===== config.mk =====
export PLATFORM = sky130hd
export DESIGN_NAME = control_unit_flat
export DESIGN_NICKNAME = d
export VERILOG_FILES = /design/src/rtl/control_unit_pkg.sv /design/src/rtl/control_unit_if.sv /design/src/rtl/control_unit_dec3to8.sv /design/src/rtl/control_unit.sv /design/src/flat_wrapper.sv
export SDC_FILE = /design/constraint.sdc
export NUM_CORES = 1
export LEC_CHECK = 0
export BUFFER_PORTS_ARGS = -buffer_cell sky130_fd_sc_hd__buf_2
export CORE_UTILIZATION = 41
export DETAILED_ROUTE_END_ITERATION = 7
export GPL_TIMING_DRIVEN = 0
export PLACE_DENSITY = 0.77
export SETUP_SLACK_MARGIN = 0.4
export SLEW_MARGIN = 20
export SYNTH_ARGS = -nofsm -noshare
export SYNTH_HDL_FRONTEND = slang
export SYNTH_HIERARCHICAL = 1
export SYNTH_SLANG_ARGS = --single-unit

===== constraint.sdc =====
create_clock -name clock -period 2.9 [get_ports clock]
set_input_delay 0.58 -clock clock [delete_from_list [all_inputs] [get_ports clock]]
set_output_delay 0.58 -clock clock [all_outputs]
set_load 0.01 [all_outputs]

===== src/rtl/control_unit_pkg.sv =====
// Shared widths, opcodes, IR field positions and state encoding for the
// multi-cycle control sequencer.
package control_unit_pkg;

    localparam int DATA_W    = 16;
    localparam int IR_W      = 9;
    localparam int REG_SEL_W = 3;
    localparam int NREG      = 1 << REG_SEL_W;

    localparam int OP_MSB = 8;
    localparam int OP_LSB = 6;
    localparam int X_MSB  = 5;
    localparam int X_LSB  = 3;
    localparam int Y_MSB  = 2;
    localparam int Y_LSB  = 0;

    localparam logic [2:0] OP_MV  = 3'b000;
    localparam logic [2:0] OP_MVI = 3'b001;
    localparam logic [2:0] OP_ADD = 3'b010;
    localparam logic [2:0] OP_SUB = 3'b011;

    typedef enum logic [1:0] {
        T0 = 2'd0,
        T1 = 2'd1,
        T2 = 2'd2,
        T3 = 2'd3
    } state_t;

endpackage


===== src/rtl/control_unit_if.sv =====
// Bundles the sequencer's start/instruction inputs and its datapath control outputs.
interface control_unit_if;
    import control_unit_pkg::*;

    logic              run;
    logic [DATA_W-1:0] din;
    logic [NREG-1:0]   r_in;
    logic [NREG-1:0]   r_out;
    logic              a_in;
    logic              g_in;
    logic              g_out;
    logic              din_out;
    logic              add_sub;
    logic              done;
    logic [IR_W-1:0]   ir;

    modport master (
        output run, din,
        input  r_in, r_out, a_in, g_in, g_out, din_out, add_sub, done, ir
    );

    modport slave (
        input  run, din,
        output r_in, r_out, a_in, g_in, g_out, din_out, add_sub, done, ir
    );

endinterface


===== src/rtl/control_unit_dec3to8.sv =====
// 3-bit select to 8-bit one-hot decoder; output is all-zero when disabled.
module dec3to8 (
    input  logic       i_en,
    input  logic [2:0] i_sel,
    output logic [7:0] o_onehot
);

    always_comb begin
        o_onehot = '0;
        if (i_en) begin
            o_onehot[i_sel] = 1'b1;
        end
    end

endmodule


===== src/rtl/control_unit.sv =====
// Sequences mv / mvi / add / sub over T0..T3 and drives the datapath
// load-enables and bus-source selects combinationally from (state, IR).
module control_unit
    import control_unit_pkg::*;
(
    input  logic          clock,
    input  logic          resetn,
    control_unit_if.slave cu
);

    state_t          r_state;
    state_t          w_next;
    logic [IR_W-1:0] r_ir;

    logic [2:0] w_op;
    logic [2:0] w_x;
    logic [2:0] w_y;
    logic [2:0] w_rout_sel;

    logic w_rin_en;
    logic w_rout_en;
    logic w_rout_use_x;
    logic w_a_in;
    logic w_g_in;
    logic w_g_out;
    logic w_din_out;
    logic w_add_sub;
    logic w_done;

    assign w_op = r_ir[OP_MSB:OP_LSB];
    assign w_x  = r_ir[X_MSB:X_LSB];
    assign w_y  = r_ir[Y_MSB:Y_LSB];

    always_ff @(posedge clock or negedge resetn) begin
        if (!resetn) begin
            r_state <= T0;
            r_ir    <= '0;
        end else begin
            r_state <= w_next;
            if (r_state == T0 && cu.run) begin
                r_ir <= cu.din[IR_W-1:0];
            end
        end
    end

    always_comb begin
        w_next       = T0;
        w_rin_en     = 1'b0;
        w_rout_en    = 1'b0;
        w_rout_use_x = 1'b0;
        w_a_in       = 1'b0;
        w_g_in       = 1'b0;
        w_g_out      = 1'b0;
        w_din_out    = 1'b0;
        w_add_sub    = 1'b0;
        w_done       = 1'b0;
        case (r_state)
            T0: begin
                w_next = cu.run ? T1 : T0;
            end
            T1: begin
                case (w_op)
                    OP_MV: begin
                        w_rout_en = 1'b1;
                        w_rin_en  = 1'b1;
                        w_done    = 1'b1;
                    end
                    OP_MVI: begin
                        w_din_out = 1'b1;
                        w_rin_en  = 1'b1;
                        w_done    = 1'b1;
                    end
                    OP_ADD, OP_SUB: begin
                        w_rout_en    = 1'b1;
                        w_rout_use_x = 1'b1;
                        w_a_in       = 1'b1;
                        w_next       = T2;
                    end
                    // reserved 1xx opcodes retire as a NOP
                    default: begin
                        w_done = 1'b1;
                    end
                endcase
            end
            T2: begin
                w_rout_en = 1'b1;
                w_g_in    = 1'b1;
                w_add_sub = (w_op == OP_SUB);
                w_next    = T3;
            end
            T3: begin
                w_g_out  = 1'b1;
                w_rin_en = 1'b1;
                w_done   = 1'b1;
            end
            default: begin
                w_next = T0;
            end
        endcase
    end

    assign w_rout_sel = w_rout_use_x ? w_x : w_y;

    dec3to8 u_dec_in (
        .i_en     (w_rin_en),
        .i_sel    (w_x),
        .o_onehot (cu.r_in)
    );

    dec3to8 u_dec_out (
        .i_en     (w_rout_en),
        .i_sel    (w_rout_sel),
        .o_onehot (cu.r_out)
    );

    assign cu.a_in    = w_a_in;
    assign cu.g_in    = w_g_in;
    assign cu.g_out   = w_g_out;
    assign cu.din_out = w_din_out;
    assign cu.add_sub = w_add_sub;
    assign cu.done    = w_done;
    assign cu.ir      = r_ir;

endmodule


===== src/flat_wrapper.sv =====
// flat-port wrapper written by rule: the top's interface ports become plain ports
module control_unit_flat import control_unit_pkg::*;
  (clock, resetn, cu_run, cu_din, cu_r_in, cu_r_out, cu_a_in, cu_g_in, cu_g_out, cu_din_out, cu_add_sub, cu_done, cu_ir);
  control_unit_if cu_i ();
  input  logic clock;
  input  logic resetn;
  input wire logic [$bits(cu_i.run)-1:0] cu_run;
  input wire logic [$bits(cu_i.din)-1:0] cu_din;
  output wire logic [$bits(cu_i.r_in)-1:0] cu_r_in;
  output wire logic [$bits(cu_i.r_out)-1:0] cu_r_out;
  output wire logic [$bits(cu_i.a_in)-1:0] cu_a_in;
  output wire logic [$bits(cu_i.g_in)-1:0] cu_g_in;
  output wire logic [$bits(cu_i.g_out)-1:0] cu_g_out;
  output wire logic [$bits(cu_i.din_out)-1:0] cu_din_out;
  output wire logic [$bits(cu_i.add_sub)-1:0] cu_add_sub;
  output wire logic [$bits(cu_i.done)-1:0] cu_done;
  output wire logic [$bits(cu_i.ir)-1:0] cu_ir;
  assign cu_i.run = cu_run;
  assign cu_i.din = cu_din;
  assign cu_r_in = cu_i.r_in;
  assign cu_r_out = cu_i.r_out;
  assign cu_a_in = cu_i.a_in;
  assign cu_g_in = cu_i.g_in;
  assign cu_g_out = cu_i.g_out;
  assign cu_din_out = cu_i.din_out;
  assign cu_add_sub = cu_i.add_sub;
  assign cu_done = cu_i.done;
  assign cu_ir = cu_i.ir;
  control_unit u_core (.clock(clock), .resetn(resetn), .cu(cu_i));
endmodule

==> run metrics <==
status=finished clean; htree depth=1; die width=45.5 µm; crit share post-route=0.906; highest clock rate=381 MHz; worst r2r path cells=4; DR WL/cell=12.6 µm; TritonCTS clock tree=done; flops & latches, synth=11; number of global-route vias before repair=585; full die area=0.00207 mm²; Slew Limit Fails=0; worst r2r src=u_core/r_state[0]; CP max FO=8; total CTS buffers=3; clk slew on worst S/H paths=0.07 ns; Core ar.=0.00175 mm²; total stage count of the critical path=8; Slew Limit Headroom=0.728; clk_skew=0.00388 ns; Yosys warning count=6; first-pass GRT wire length=2420 µm; post-synthesis cell count=62; maxcap violations=0; CP max stage cell=dfrtp_1; Initial Util=0.445; Max clock buf depth=2; total I/O pin count=50; gpl congestion=roughly 0.67; WP data arrival=2.05 ns; Pre-Repair DR Iteration Count=4; post-synthesis sequential area ratio=0.354; crit-path max cell delay=0.40 ns; initial antenna violation count=0; Worst-Skew Late Latency=0.26 ns; power density cells=911 mW/mm²; final hold vios=0; HP Class=in -> async; Syn Nets=85; GRT Total Usage=0.162; IO buf count=42; CP bufs+invs=3; share of layout cells above drive strength 1=0.723; final net count=136; Initial DRC Count=4; WP data required=2.32 ns; synthesis-to-layout area growth=43.8%; synthesized area per cell=12.5 µm²; unrepaired setup endpoints after global routing=true; RR Endpoint=u_core/cu.ir[5]; row cnt=15; WL final=1720 µm; crit path kind=reg -> out; CTS root buf=clkbuf_4; drt drc=0; final antenna diode count=0; Setup Viol. Count Final=0; crit-path cells=inv_2 > ha_4 > nand2b_4 > or2_1 > buf_6 > mux2_4 > nor4b_2 > buf_2; CP Launch Point=u_core/r_state[1]; die boundary height=between 40 and 50 µm; min cycle time layout=roughly 2.6 ns; worst hold slack=0.163 ns; setup TNS=0 ns; CTS Sinks=11; most common cell after layout, fill and taps aside=buf_2; Worst-Margin Slew=between 0.4 and 0.5 ns; Post-Syn Area=777 µm²; vias per inst=between 5 and 6; Critical Path End Type=primary output; HPWL Detailed=between 1000 and 1500 µm; reg2reg setup slack=approximately 1.4 ns; largest net degree at the start of global routing=12; routed vias=703; critical path's top delay family=simple AND/OR/NAND/NOR gates; peak supply drop=0.590 mV; crit path to=cu_r_out[0]; post-synthesis cell type count=24; Final Total Pwr=1020 µW; CP Launch Type=flop; antenna-violating nets left=0; Pleak=between 0.0006 and 0.0007 µW; most frequent cells in the layout=buf_2 (38), dfrtp_1 (11), mux2_2 (9), buf_6 (5), and4b_2 (5); Congestion Overflow GR=0
[cell families (layout without fill, tap and decap cells)]
group                    count (synthesis)  in the layout  share of synthesized area
adder cells (fa/ha/maj)                  4              4                     0.0644
AO/OA/AOI/OAI                            6              6                     0.0483
buffers and inverters                    5             55                     0.0338
AND/OR/NAND/NOR                         24             24                      0.311
flip-flops                              11             11                      0.354
multiplexers                            12             12                      0.188
[layer usage]
| layer | wire [µm] | GRT usage |
|---|---|---|
| met5 | 0 | 0 |
| met4 | 0 | 0.0545 |
| met3 | 70 | 0.0278 |
| met2 | 939 | 0.297 |
| met1 | 714 | 0.188 |
[repair_timing]
| item | in CTS | in global routing |
|---|---|---|
| pin swaps | 3 | 2 |
| cloned | 0 | 0 |
| resized for setup | 7 | 1 |
| endpoints found under the setup margin | 8 | 16 |
| hold buffers | 0 | 0 |
| setup buffers | 3 | 1 |
[cell usage after synthesis, drive strengths merged]
cell | number | share of area
o21bai | 1 | 0.0097
nor4b | 2 | 0.039
or2b | 1 | 0.0097
and4 | 2 | 0.026
or2 | 1 | 0.0081
nand2 | 3 | 0.014
and4bb | 6 | 0.097
nor3b | 1 | 0.0097
inv | 4 | 0.019
dfrtp | 11 | 0.35
nor2 | 1 | 0.0048
o21ai | 2 | 0.013
and4b | 6 | 0.085
a21o | 1 | 0.0097
o21a | 1 | 0.0097
ha | 4 | 0.064
a21oi | 1 | 0.0064
nand2b | 1 | 0.018
buf | 1 | 0.014
mux2 | 12 | 0.19
[worst min path at each step]
stage	startpoint	end	slack (ns)	cells after the start
2_1_floorplan	resetn	u_core/cu.ir[0]	0.28	0
3_3_place_gp	resetn	u_core/cu.ir[5]	0.45	1
3_5_place_dp	resetn	u_core/cu.ir[3]	0.45	1
4_1_cts	resetn	u_core/cu.ir[4]	0.16	1
5_1_grt	resetn	u_core/cu.ir[1]	0.16	1
6_report	resetn	u_core/cu.ir[4]	0.16	1
[registers in the layout, indices dropped and copies added, names as in the netlist]
| register | count |
|---|---|
| u_core/cu.ir | 9 |
| u_core/r_state | 2 |
[metrics by stage]
step	worst slack [ns]	instances	area (µm²)	utilization
floorplan	0.549	62	777	-
global placement	0.450	129	1020	0.584
detailed placement	0.403	129	1020	0.584
CTS	0.279	136	1110	0.634
global route	0.205	137	1120	0.640
finish	0.272	137	1120	0.640
[area by class of cell]
| cell class | instances | area [µm²] |
|---|---|---|
| Clock inverter | 1 | 5.00 |
| Sequential cell | 11 | 275 |
| Clock buffer | 3 | 22.5 |
| Buffer | 1 | 11.3 |
| Fill cell | 156 | 628 |
| Inverter | 4 | 15.0 |
| Timing Repair Buffer | 46 | 265 |
| Multi-Input combinational cell | 46 | 492 |
| Tap cell | 25 | 31.3 |
[worst register-to-register path, delay by kind of cell (launching register included)]
kind | cells | cell delay, ns
buffers and inverters | 1 | 0.11
muxes | 1 | 0.39
and+or+nand+nor | 1 | 0.31
adders and majority gates | 1 | 0.21
DFF | 1 | 0.42
[power breakdown]
group	total [µW]	switching, µW	internal [µW]
sequential	341	113	228
clock	102	51.4	50.9
combinational	574	262	312
total	1020	426	591
(Power assumes the default switching activity.)
